[config.mk]
export PLATFORM = sky130hd
export DESIGN_NAME = cpu_muldiv_issue
export DESIGN_NICKNAME = d
export VERILOG_FILES = /design/src/rtl/cpu_muldiv_issue.sv
export SDC_FILE = /design/constraint.sdc
export NUM_CORES = 1
export LEC_CHECK = 0
export BUFFER_PORTS_ARGS = -buffer_cell sky130_fd_sc_hd__clkbuf_2
export CAP_MARGIN = 40
export CORE_MARGIN = 2
export CORE_UTILIZATION = 35
export DETAILED_ROUTE_END_ITERATION = 8
export GPL_TIMING_DRIVEN = 0
export PLACE_DENSITY = 0.74
export SYNTH_ARGS = -nofsm -noshare
export SYNTH_HDL_FRONTEND = slang
export SYNTH_SLANG_ARGS = --single-unit
[constraint.sdc]
create_clock -name i_clk -period 1.5 [get_ports i_clk]
set_input_delay 0 -clock i_clk [delete_from_list [all_inputs] [get_ports i_clk]]
set_output_delay 0 -clock i_clk [all_outputs]
set_load 0.01 [all_outputs]
[src/rtl/cpu_muldiv_issue.sv]
// Execute-stage initiator for the RV32M MUL/DIV unit: decodes funct3, holds the operands
// steady while the unit runs, then hands the result to writeback.
package pck_control;
    typedef enum logic [2:0] {
        muldiv_none = 3'd0,
        muldiv_mull = 3'd1,
        muldiv_mulh = 3'd2,
        muldiv_div  = 3'd3,
        muldiv_rem  = 3'd4
    } sel_md_op_e;
endpackage

module cpu_muldiv_issue #(
    parameter int p_timeout = 64
) (
    input  logic                    i_clk,
    input  logic                    i_rst_n,
    input  logic                    i_req_valid,
    output logic                    o_req_ready,
    input  logic [2:0]              i_funct3,
    input  logic [31:0]             i_rs1,
    input  logic [31:0]             i_rs2,
    input  logic [4:0]              i_rd,
    input  logic                    i_flush,
    output logic                    o_en_exec,
    output pck_control::sel_md_op_e o_sel_md_op,
    output logic                    o_opa_signed,
    output logic                    o_opb_signed,
    output logic [31:0]             o_op_a,
    output logic [31:0]             o_op_b,
    input  logic [31:0]             i_md_out,
    input  logic                    i_md_done,
    output logic                    o_wb_valid,
    input  logic                    i_wb_ready,
    output logic [31:0]             o_wb_data,
    output logic [4:0]              o_wb_rd,
    output logic                    o_busy,
    output logic                    o_timeout
);
    import pck_control::*;

    localparam int              cnt_w    = (p_timeout > 1) ? $clog2(p_timeout) : 1;
    localparam logic [cnt_w-1:0] cnt_last = cnt_w'((p_timeout > 0) ? p_timeout - 1 : 0);
    localparam bit              wd_en    = (p_timeout != 0);

    typedef enum logic [1:0] {st_idle, st_exec, st_wb} state_e;

    state_e           state, state_nxt;
    logic [cnt_w-1:0] cnt;
    sel_md_op_e       dec_sel, lat_sel;
    logic             dec_a_signed, dec_b_signed;
    logic             lat_a_signed, lat_b_signed;
    logic [31:0]      lat_op_a, lat_op_b, wb_data;
    logic [4:0]       lat_rd;
    logic             timeout_q;
    logic             accept, exec_live, exec_done, wd_hit;

    assign accept    = (state == st_idle) && i_req_valid && !i_flush;
    // A flush outranks both done and the watchdog in the same cycle.
    assign exec_live = (state == st_exec) && !i_flush;
    assign exec_done = exec_live && i_md_done;
    assign wd_hit    = wd_en && exec_live && !i_md_done && (cnt == cnt_last);

    always_comb begin
        // NOTE: every always_comb output gets a default first so no path can infer a latch.
        dec_sel      = muldiv_none;
        dec_a_signed = 1'b0;
        dec_b_signed = 1'b0;
        case (i_funct3)
            3'b000: begin dec_sel = muldiv_mull; dec_a_signed = 1'b1; dec_b_signed = 1'b1; end
            3'b001: begin dec_sel = muldiv_mulh; dec_a_signed = 1'b1; dec_b_signed = 1'b1; end
            3'b010: begin dec_sel = muldiv_mulh; dec_a_signed = 1'b1; end
            3'b011: dec_sel = muldiv_mulh;
            3'b100: begin dec_sel = muldiv_div;  dec_a_signed = 1'b1; dec_b_signed = 1'b1; end
            3'b101: dec_sel = muldiv_div;
            3'b110: begin dec_sel = muldiv_rem;  dec_a_signed = 1'b1; dec_b_signed = 1'b1; end
            default: dec_sel = muldiv_rem;
        endcase
    end

    always_ff @(posedge i_clk) begin
        // NOTE: sequential state uses non-blocking assignments so every flop samples pre-edge values.
        if (!i_rst_n) state <= st_idle;
        else          state <= state_nxt;
    end

    always_comb begin
        state_nxt = state;
        case (state)
            st_idle: if (accept && (i_rd != 5'd0)) state_nxt = st_exec;
            st_exec: begin
                if (i_flush)        state_nxt = st_idle;
                else if (i_md_done) state_nxt = st_wb;
                else if (wd_hit)    state_nxt = st_idle;
            end
            st_wb:   if (i_flush || i_wb_ready) state_nxt = st_idle;
            default: state_nxt = st_idle;
        endcase
    end

    always_ff @(posedge i_clk) begin
        if (!i_rst_n) begin
            cnt          <= '0;
            lat_sel      <= muldiv_none;
            lat_a_signed <= 1'b0;
            lat_b_signed <= 1'b0;
            lat_op_a     <= '0;
            lat_op_b     <= '0;
            lat_rd       <= '0;
            wb_data      <= '0;
            timeout_q    <= 1'b0;
        end else begin
            timeout_q <= wd_hit;
            if (accept) begin
                lat_sel      <= dec_sel;
                lat_a_signed <= dec_a_signed;
                lat_b_signed <= dec_b_signed;
                lat_op_a     <= i_rs1;
                lat_op_b     <= i_rs2;
                lat_rd       <= i_rd;
                cnt          <= '0;
            end else if (exec_live && !i_md_done) begin
                cnt <= cnt + cnt_w'(1);
            end
            if (exec_done) wb_data <= i_md_out;
        end
    end

    // Reset is synchronous, so outputs are also gated by i_rst_n to read zero while it is held low.
    always_comb begin
        o_req_ready  = 1'b0;
        o_en_exec    = 1'b0;
        o_sel_md_op  = muldiv_none;
        o_opa_signed = 1'b0;
        o_opb_signed = 1'b0;
        o_op_a       = '0;
        o_op_b       = '0;
        o_wb_valid   = 1'b0;
        o_wb_data    = '0;
        o_wb_rd      = '0;
        o_busy       = 1'b0;
        o_timeout    = 1'b0;
        if (i_rst_n) begin
            o_req_ready  = (state == st_idle) && !i_flush;
            o_en_exec    = (state == st_exec);
            o_sel_md_op  = (state == st_exec) ? lat_sel : muldiv_none;
            o_opa_signed = lat_a_signed;
            o_opb_signed = lat_b_signed;
            o_op_a       = lat_op_a;
            o_op_b       = lat_op_b;
            o_wb_valid   = (state == st_wb);
            o_wb_data    = wb_data;
            o_wb_rd      = lat_rd;
            o_busy       = (state != st_idle);
            o_timeout    = timeout_q;
        end
    end

endmodule

## After elaboration in Yosys (flattened, before gate mapping)

Index checks and enable logic that the tools add are counted.

- Flip-flop bits (word level): 115
- Input bits: 110
- Logic and storage cells: 67
- Output and inout bits: 111

- Mux-type cells: 22
- Bitwise operators: 1
- Add/sub/neg operators: 1
- Reduce and logical (&&, ||, !) cells: 21
- Equality and inequality tests: 12

Operators by type and width:

| cell | count |
|---|---|
| $mux W32 | 3 |
| $mux W2 | 5 |
| $eq A3 B3 Y1 const B | 3 |
| $mux W1 | 9 |
| $pmux W3 S3 | 1 |
| $logic_and A1 B1 Y1 | 8 |
| $add A6 B1 Y6 const B | 1 |
| $eq A3 B2 Y1 const B | 2 |
| $eq A6 B6 Y1 const B | 1 |
| $mux W3 | 2 |
| $pmux W2 S3 | 1 |
| $mux W5 | 1 |
| $reduce_bool A5 Y1 | 1 |
| $reduce_or A5 Y1 | 1 |
| $ne A4 B4 Y1 const B | 1 |
| $reduce_or A2 Y1 | 2 |
| $reduce_or A4 Y1 | 1 |
| $eq A3 B1 Y1 const B | 1 |
| $logic_not A3 Y1 | 1 |
| $reduce_and A3 Y1 | 1 |
| $reduce_or A3 Y1 | 1 |
| $eq A2 B1 Y1 const B | 1 |
| $eq A2 B2 Y1 const B | 1 |
| $logic_not A1 Y1 | 2 |
| other kinds (6) | 6 |

## Longest topological paths before layout

Gate-level depths: netlist of the first run.

- Word-level depth: 8
- Gate-level depth with buffers: 6
- Mapped depth without buffers: 4

## Worst setup path before layout of the first run

OpenSTA, ideal clock, no wires.

- Kind: flip-flop to flip-flop
- From: reg state[1]
- To: reg lat_op_a[0]
- Path slack: -156 ps
- Buffers on the path: 2
- Setup time: 117 ps
- Period minus slack after synthesis: 1656 ps
- Stages on the path, launching flop included: 6
- Arrival time: 1539 ps
- Required time: 1383 ps
- Cell sequence: dfxtp_1 > or4b_1 > and2_1 > buf_2 > buf_1 > a22o_1

- Word-level cells in the longest chain between the ends: 3

RTL lines:

| element | line | source |
|---|---|---|
| start: declaration | 48 | `state_e state, state_nxt;` |
| start signal: assignment | 83 | `if (!i_rst_n) state <= st_idle;` |
| start signal: assignment | 84 | `else state <= state_nxt;` |
| $logic_not A2 Y1 | 58 | `assign accept = (state == st_idle) && i_req_valid && !i_flush;` |
| $logic_and A1 B1 Y1 (2 in a row) | 58 |  |
| end signal: assignment | 118 | `lat_op_a <= i_rs1;` |
| end: declaration | 53 | `logic [31:0] lat_op_a, lat_op_b, wb_data;` |

No other way between the ends.
A chain may end at the register's enable or synchronous reset.

## Final worst setup path of the first run

- From: reg state[0]
- To: reg lat_op_b[31]

- Word-level cells in the longest chain between the ends: 3

RTL lines:

| element | line | source |
|---|---|---|
| $logic_not A2 Y1 | 58 |  |
| $logic_and A1 B1 Y1 (2 in a row) | 58 |  |
| end signal: assignment | 119 | `lat_op_b <= i_rs2;` |
| end: declaration | 53 |  |

No other way between the ends.

==> results.yml, run 1 <==
sta:
  rsz0062_at_grt: "yes"
  finalCritPeriodShare: 1.089
  relSlewSlack: 0.6018
  finalHoldViolCount: 0
  setup_slack_ns: -0.1329
  holdWs_ns: 0.08979
  clock_skew_ns: 0.01055
  setup_viol: 60
  maxSlewViolCount: 0
  worstMarginPinSlew_ns: 0.5974
  fmax_ghz: 0.6124
  fin_crit_ns: 1.633
pwr:
  finalPower_uw: 8134
  vdd_drop_max_mv: 0.6885
  pwr-share-clk: 0.472
  p_int_uw: 6325
  p_leak_uw: 0.003728
  p_comb_frac: 0.129
  swShare: 0.2224
  p_seq_frac: 0.399
  power_density_nw_per_um2: 1014
  p_switching_uw: 1809
final_layout:
  areaGrowthSynthToFinish_pct: 74.14
  drive_gt1_frac: 0.3554
  diodes: 0
  final_cells: 1033
  postLayoutCoreUtil: 0.6306
  n_fill_cell: 1028
  nNetsFinal: 960
drt:
  viasPerCell: 4.754
  vias: 4911
  postRouteAntennaNets: 0
  drc: 0
  drt_iter0_drc: 222
  dr.pass1.iters: 4
  wl_per_cell_um: 15.32
  wl_um: 15830
critical_path:
  start_kind: "flop"
  worstPathArrival_ns: 1.93
  slowest_stage: "or4b_4"
  worst_setup_path_end_kind: "flop"
  path_class: "reg -> reg"
  path_max_fanout: 8
  crit_required_ns: 1.80
  cp_cell_sequence: "or4b_4, and2_4, buf_12, clkbuf_16, a22o_1"
  slowest_delay_ns: 0.54
  critPathBufInv: 2
  critical-path-top-delay-family: "simple AND/OR/NAND/NOR gates"
synth:
  synth_cell_type_count: 35
  ys_seq_elements: 115
  syn_nets: 599
  postSynthAreaPerCell_sq_um: 9.440
  synth_seq_area_share: 0.4997
  syn_area_sq_um: 4607
  syn_inst: 488
  yosys_warnings: 0
clock_tree:
  insertion_delay_ns: 0.42
  clkTransAtPathRegs_ns: 0.05
  cts_max_level: 4
  cts_made_buffers: 17
  clkSinkCount: 115
  cts_tree: "built"
  root_buffer: "clkbuf_16"
  ctsLongestPathBuffers: 2
global_route:
  grt_pass1_vias: 4913
  grt_first_pass_wirelength_um: 23940
  grtUsageTotal: 0.2136
  overflow: 0
  grt_start_max_net_pins: 17
  antenna_found_initial: 0
hold_path:
  hold_path_class: "in -> reg"
floorplanning:
  row_count: 41
  core_sq_um: 12720
  initial_core_util: 0.3621
  die_area_sq_um: 14100
  io_pins: 221
  die_h_um: 118.7
  chipWidth_um: 118.7
placed_design:
  place_congestion: 0.7843
  pre_cts_ws_ns: -0.5564
  io_buffer_count: 220
  hpwl_um: 9571
  dp.cells: 880
status:
  outcome: "finished, violations left"
  violations: "setup timing"
job:
  drv_cap: 0
## registers in the layout, summed over array words and instances (netlist names)
register      cells
cnt               6
lat_op_b         32
lat_a_signed      1
lat_sel           3
lat_b_signed      1
wb_data          32
lat_op_a         32
timeout_q         1
state             2
lat_rd            5
## layer usage
layer / global-route usage / up-vias / share of wire
met5: 0 / - / 0
met4: 0.08705 / 0 / 0.021
met3: 0.06081 / 33 / 0.054
met2: 0.3693 / 183 / 0.50
met1: 0.2468 / 2288 / 0.43
li1: - / 2407 / -
## worst min-delay path, stage by stage
cell	delay, ns
clkbuf_2	0.14
nand2b_1	0.24
nor2_1	0.07
## layout by cell type, fill, tap and decap left out, types with 6 or more instances in the layout
master / n
buf_6: 7
nand2_1: 66
a21boi_0: 31
o22a_1: 27
buf_4: 19
clkbuf_8: 7
clkbuf_2: 219
clkbuf_16: 22
dlygate4sd3_1: 107
dfxtp_1: 113
a21oi_1: 7
and2_1: 105
a22o_1: 46
clkbuf_1: 17
buf_8: 6
## power groups by stage
stage               logic [uW]  clock network, uW  registers (uW)
floorplan                  371                  0            3290
global placement           691                  0            3290
detailed placement         697                  0            3300
CTS                        950               3890            3240
global route              1130               4050            3250
finish                    1050               3840            3240
## metrics by stage
step                      TNS, ns  area, sq um
final                      -4.486         8023
after detailed placement   -64.07         5966
after floorplan           -0.4198         4649
after global placement     -67.65         5966
after CTS                  -3.139         7711
after global routing       -7.685         8023
## final timing paths
path,start,to,slack (ns),cells past startpoint
setup / recovery,state[0]$_SDFFE_PN0P_,lat_op_b[31]$_SDFFE_PN0P_,-0.13,5
hold / removal,i_flush,state[1]$_SDFFE_PN0P_,0.09,3
setup reg to reg,state[0]$_SDFFE_PN0P_,lat_op_b[31]$_SDFFE_PN0P_,-0.13,5
hold reg to reg,wb_data[17]$_SDFFE_PN0P_,wb_data[17]$_SDFFE_PN0P_,0.45,2
## final cells by class
cell class | count | area (sq um) | share of cell area
buffer | 40 | 330.3 | 0.04117
clock buffer | 27 | 523.0 | 0.06519
clock inverter | 4 | 45.04 | 0.005614
inverter | 2 | 7.507 | 0.0009357
multi-input combinational | 328 | 2188 | 0.2728
sequential | 115 | 2305 | 0.2873
tap | 172 | 215.2 | 0.02682
timing repair buffer | 345 | 2409 | 0.3002
## what timing repair did
| item | 4_1_cts | 5_1_grt |
|---|---|---|
| hold buffers | 107 | 0 |
| gates resized for setup | 33 | 45 |
| endpoints found under the setup margin | 187 | 109 |
| hold endpoints to repair | 107 | 0 |
| cloned | 0 | 5 |
| setup buffers | 1 | 12 |
| pin swaps | 0 | 5 |
## cell usage after synthesis, drive strengths merged
cell type,count,area (sq um)
and3,4,25.02
nor4bb,1,10.01
or4b,2,20.02
nor2,5,18.77
xnor2,1,8.760
nor4b,2,17.52
o31ai,1,7.510
a22oi,1,7.510
nor2b,1,6.260
a31oi,1,6.260
mux2i,1,10.01
clkbuf,30,112.6
nand2b,1,6.260
o21a,2,15.01
a22o,46,402.9
and2,106,663.1
nand4,1,6.260
nand2,68,255.2
nor3,3,15.01
nand4bb,1,11.26
or3,3,18.77
a21boi,32,240.2
inv,2,7.510
nand3,2,10.01
o21ai,4,20.02
dfxtp,115,2302
o22a,27,236.5
and3b,1,8.760
a21oi,8,40.04
ha,1,12.51
buf,13,67.56
a32o,1,10.01
or4,1,7.510
## logic make-up after synthesis
logic type | share of synthesized area
and+or+nand+nor | 0.2387
AOI/OAI and AO/OA | 0.2140
DFF | 0.4997
buffers and inverters | 0.04074
xor gates and xnor gates | 0.001901
muxes | 0.002173
adders and majority gates | 0.002715
No activity file was read; power rests on OpenSTA's default activity.
==> inputs of run 2 (changes only) <==
Settings changed: CORE_MARGIN 2 to 3.
==> results.yml, run 2 (same netlist as run 1, synthesis figures left out) <==
status:
  outcome: "finished, violations left"
  violations: "setup timing"
pwr:
  power_density_nw_per_um2: 1035
  vdd_drop_max_mv: 0.7023
  p_leak_uw: 0.003728
  finalPower_uw: 8301
floorplanning:
  io_pins: 221
  core_sq_um: 12720
  initial_core_util: 0.3621
  row_count: 41
  die_h_um: 120.7
  die_area_sq_um: 14580
  chipWidth_um: 120.7
drt:
  postRouteAntennaNets: 0
  dr.pass1.iters: 4
  drc: 0
  viasPerCell: 4.744
  drt_iter0_drc: 231
  wl_per_cell_um: 15.31
  vias: 4920
  wl_um: 15870
sta:
  fin_setup_tns_ns: -5.913
  maxSlewViolCount: 0
  holdWs_ns: 0.04908
  fmax_ghz: 0.6032
  setup_viol: 68
  clock_skew_ns: 0.007515
  rsz0062_at_grt: "yes"
  finalHoldViolCount: 0
  relSlewSlack: 0.5998
  worstMarginPinSlew_ns: 0.6003
  setup_slack_ns: -0.1578
  finalCritPeriodShare: 1.105
  fin_crit_ns: 1.658
final_layout:
  drive_gt1_frac: 0.3526
  reg.largest.list: "lat_op_a: 32 flops, lat_op_b: 32 flops, wb_data: 32 flops"
  final_cell_mix: "clkbuf_2 (222), dfxtp_1 (114), dlygate4sd3_1 (107), and2_1 (105), nand2_1 (67)"
  final_common_cell: "clkbuf_2"
  areaGrowthSynthToFinish_pct: 74.12
  diodes: 0
  nNetsFinal: 963
  postLayoutCoreUtil: 0.6305
clock_tree:
  cts_tree: "built"
  cts_max_level: 4
  insertion_delay_ns: 0.41
  root_buffer: "clkbuf_16"
  clkTransAtPathRegs_ns: 0.05
  ctsLongestPathBuffers: 2
  cts_made_buffers: 17
  clkSinkCount: 115
placed_design:
  hpwl_um: 9803
  pre_cts_ws_ns: -0.5990
  io_buffer_count: 220
  place_congestion: 0.7493
hold_path:
  hold_start: "i_flush"
  hold_path_class: "in -> reg"
  worstHoldPathCells: 3
  hold_path_end: "state[1]$_SDFFE_PN0P_"
job:
  drv_cap: 0
critical_path:
  worst_setup_path_end_kind: "flop"
  reg2reg_depth: 4
  r2r-start: "state[1]$_SDFFE_PN0P_"
  rrSetupSlack_ns: -0.16
  startpoint: "state[1]$_SDFFE_PN0P_"
  crit_required_ns: 1.84
  worstReg2RegEnd: "cnt[5]$_SDFFE_PP0P_"
  path_class: "reg -> reg"
  path_max_fanout: 6
  worstPathArrival_ns: 1.99
  start_kind: "flop"
global_route:
  grt_start_max_net_pins: 17
  grt_first_pass_wirelength_um: 24080
  overflow: 0
  grt_pass1_vias: 4836
  grtUsageTotal: 0.2087
  antenna_found_initial: 0
run 2: metal layers:
metal	track usage	share of wire
met1	0.2403	0.42
met3	0.06127	0.063
met2	0.3640	0.50
met5	0	0
met4	0.08074	0.021
run 2: worst max-delay path, stage by stage, from the launching register on:
cell,delay (ns)
dfxtp_2,0.32
buf_6,0.12
or4b_4,0.55
or4_1,0.48
a21oi_1,0.12
run 2: metrics by stage:
step           cells  cell area, sq um
5_1_grt         1037              8021
6_report        1037              8021
2_1_floorplan    488              4649
3_3_place_gp     880              5966
3_5_place_dp     880              5966
4_1_cts         1022              7729
run 2: power breakdown:
group / switching (uW) / total (uW) / leakage, uW / internal [uW]
clock network: 1370 / 4010 / 0.000286 / 2630
registers: 45.4 / 3240 / 0.000938 / 3190
logic: 443 / 1060 / 0.00250 / 612
total: 1860 / 8300 / 0.00373 / 6440
run 2: area by class of cell:
cell class,instances,area [sq um]
Fill cell,1021,4701
Buffer,42,316.6
Multi-Input combinational cell,328,2172
Tap cell,172,215.2
Sequential cell,115,2303
Clock inverter,11,135.1
Timing Repair Buffer,346,2421
Clock buffer,21,450.4
Inverter,2,7.507
run 2: how the worst max path moves through the flow:
stage / end
CTS: cnt[5]$_SDFFE_PP0P_
floorplan: cnt[5]$_SDFFE_PP0P_
detailed placement: lat_op_a[18]$_SDFFE_PN0P_
finish: cnt[5]$_SDFFE_PP0P_
global route: cnt[5]$_SDFFE_PP0P_
global placement: lat_op_a[18]$_SDFFE_PN0P_
run 2: timing repair:
item | CTS | global route
gates cloned | 1 | 6
setup buffers | 3 | 9
pin swaps | 3 | 9
endpoints found under the setup margin | 187 | 108
hold buffers | 107 | 0
resized for setup | 32 | 30
endpoints found under the hold margin | 109 | 0
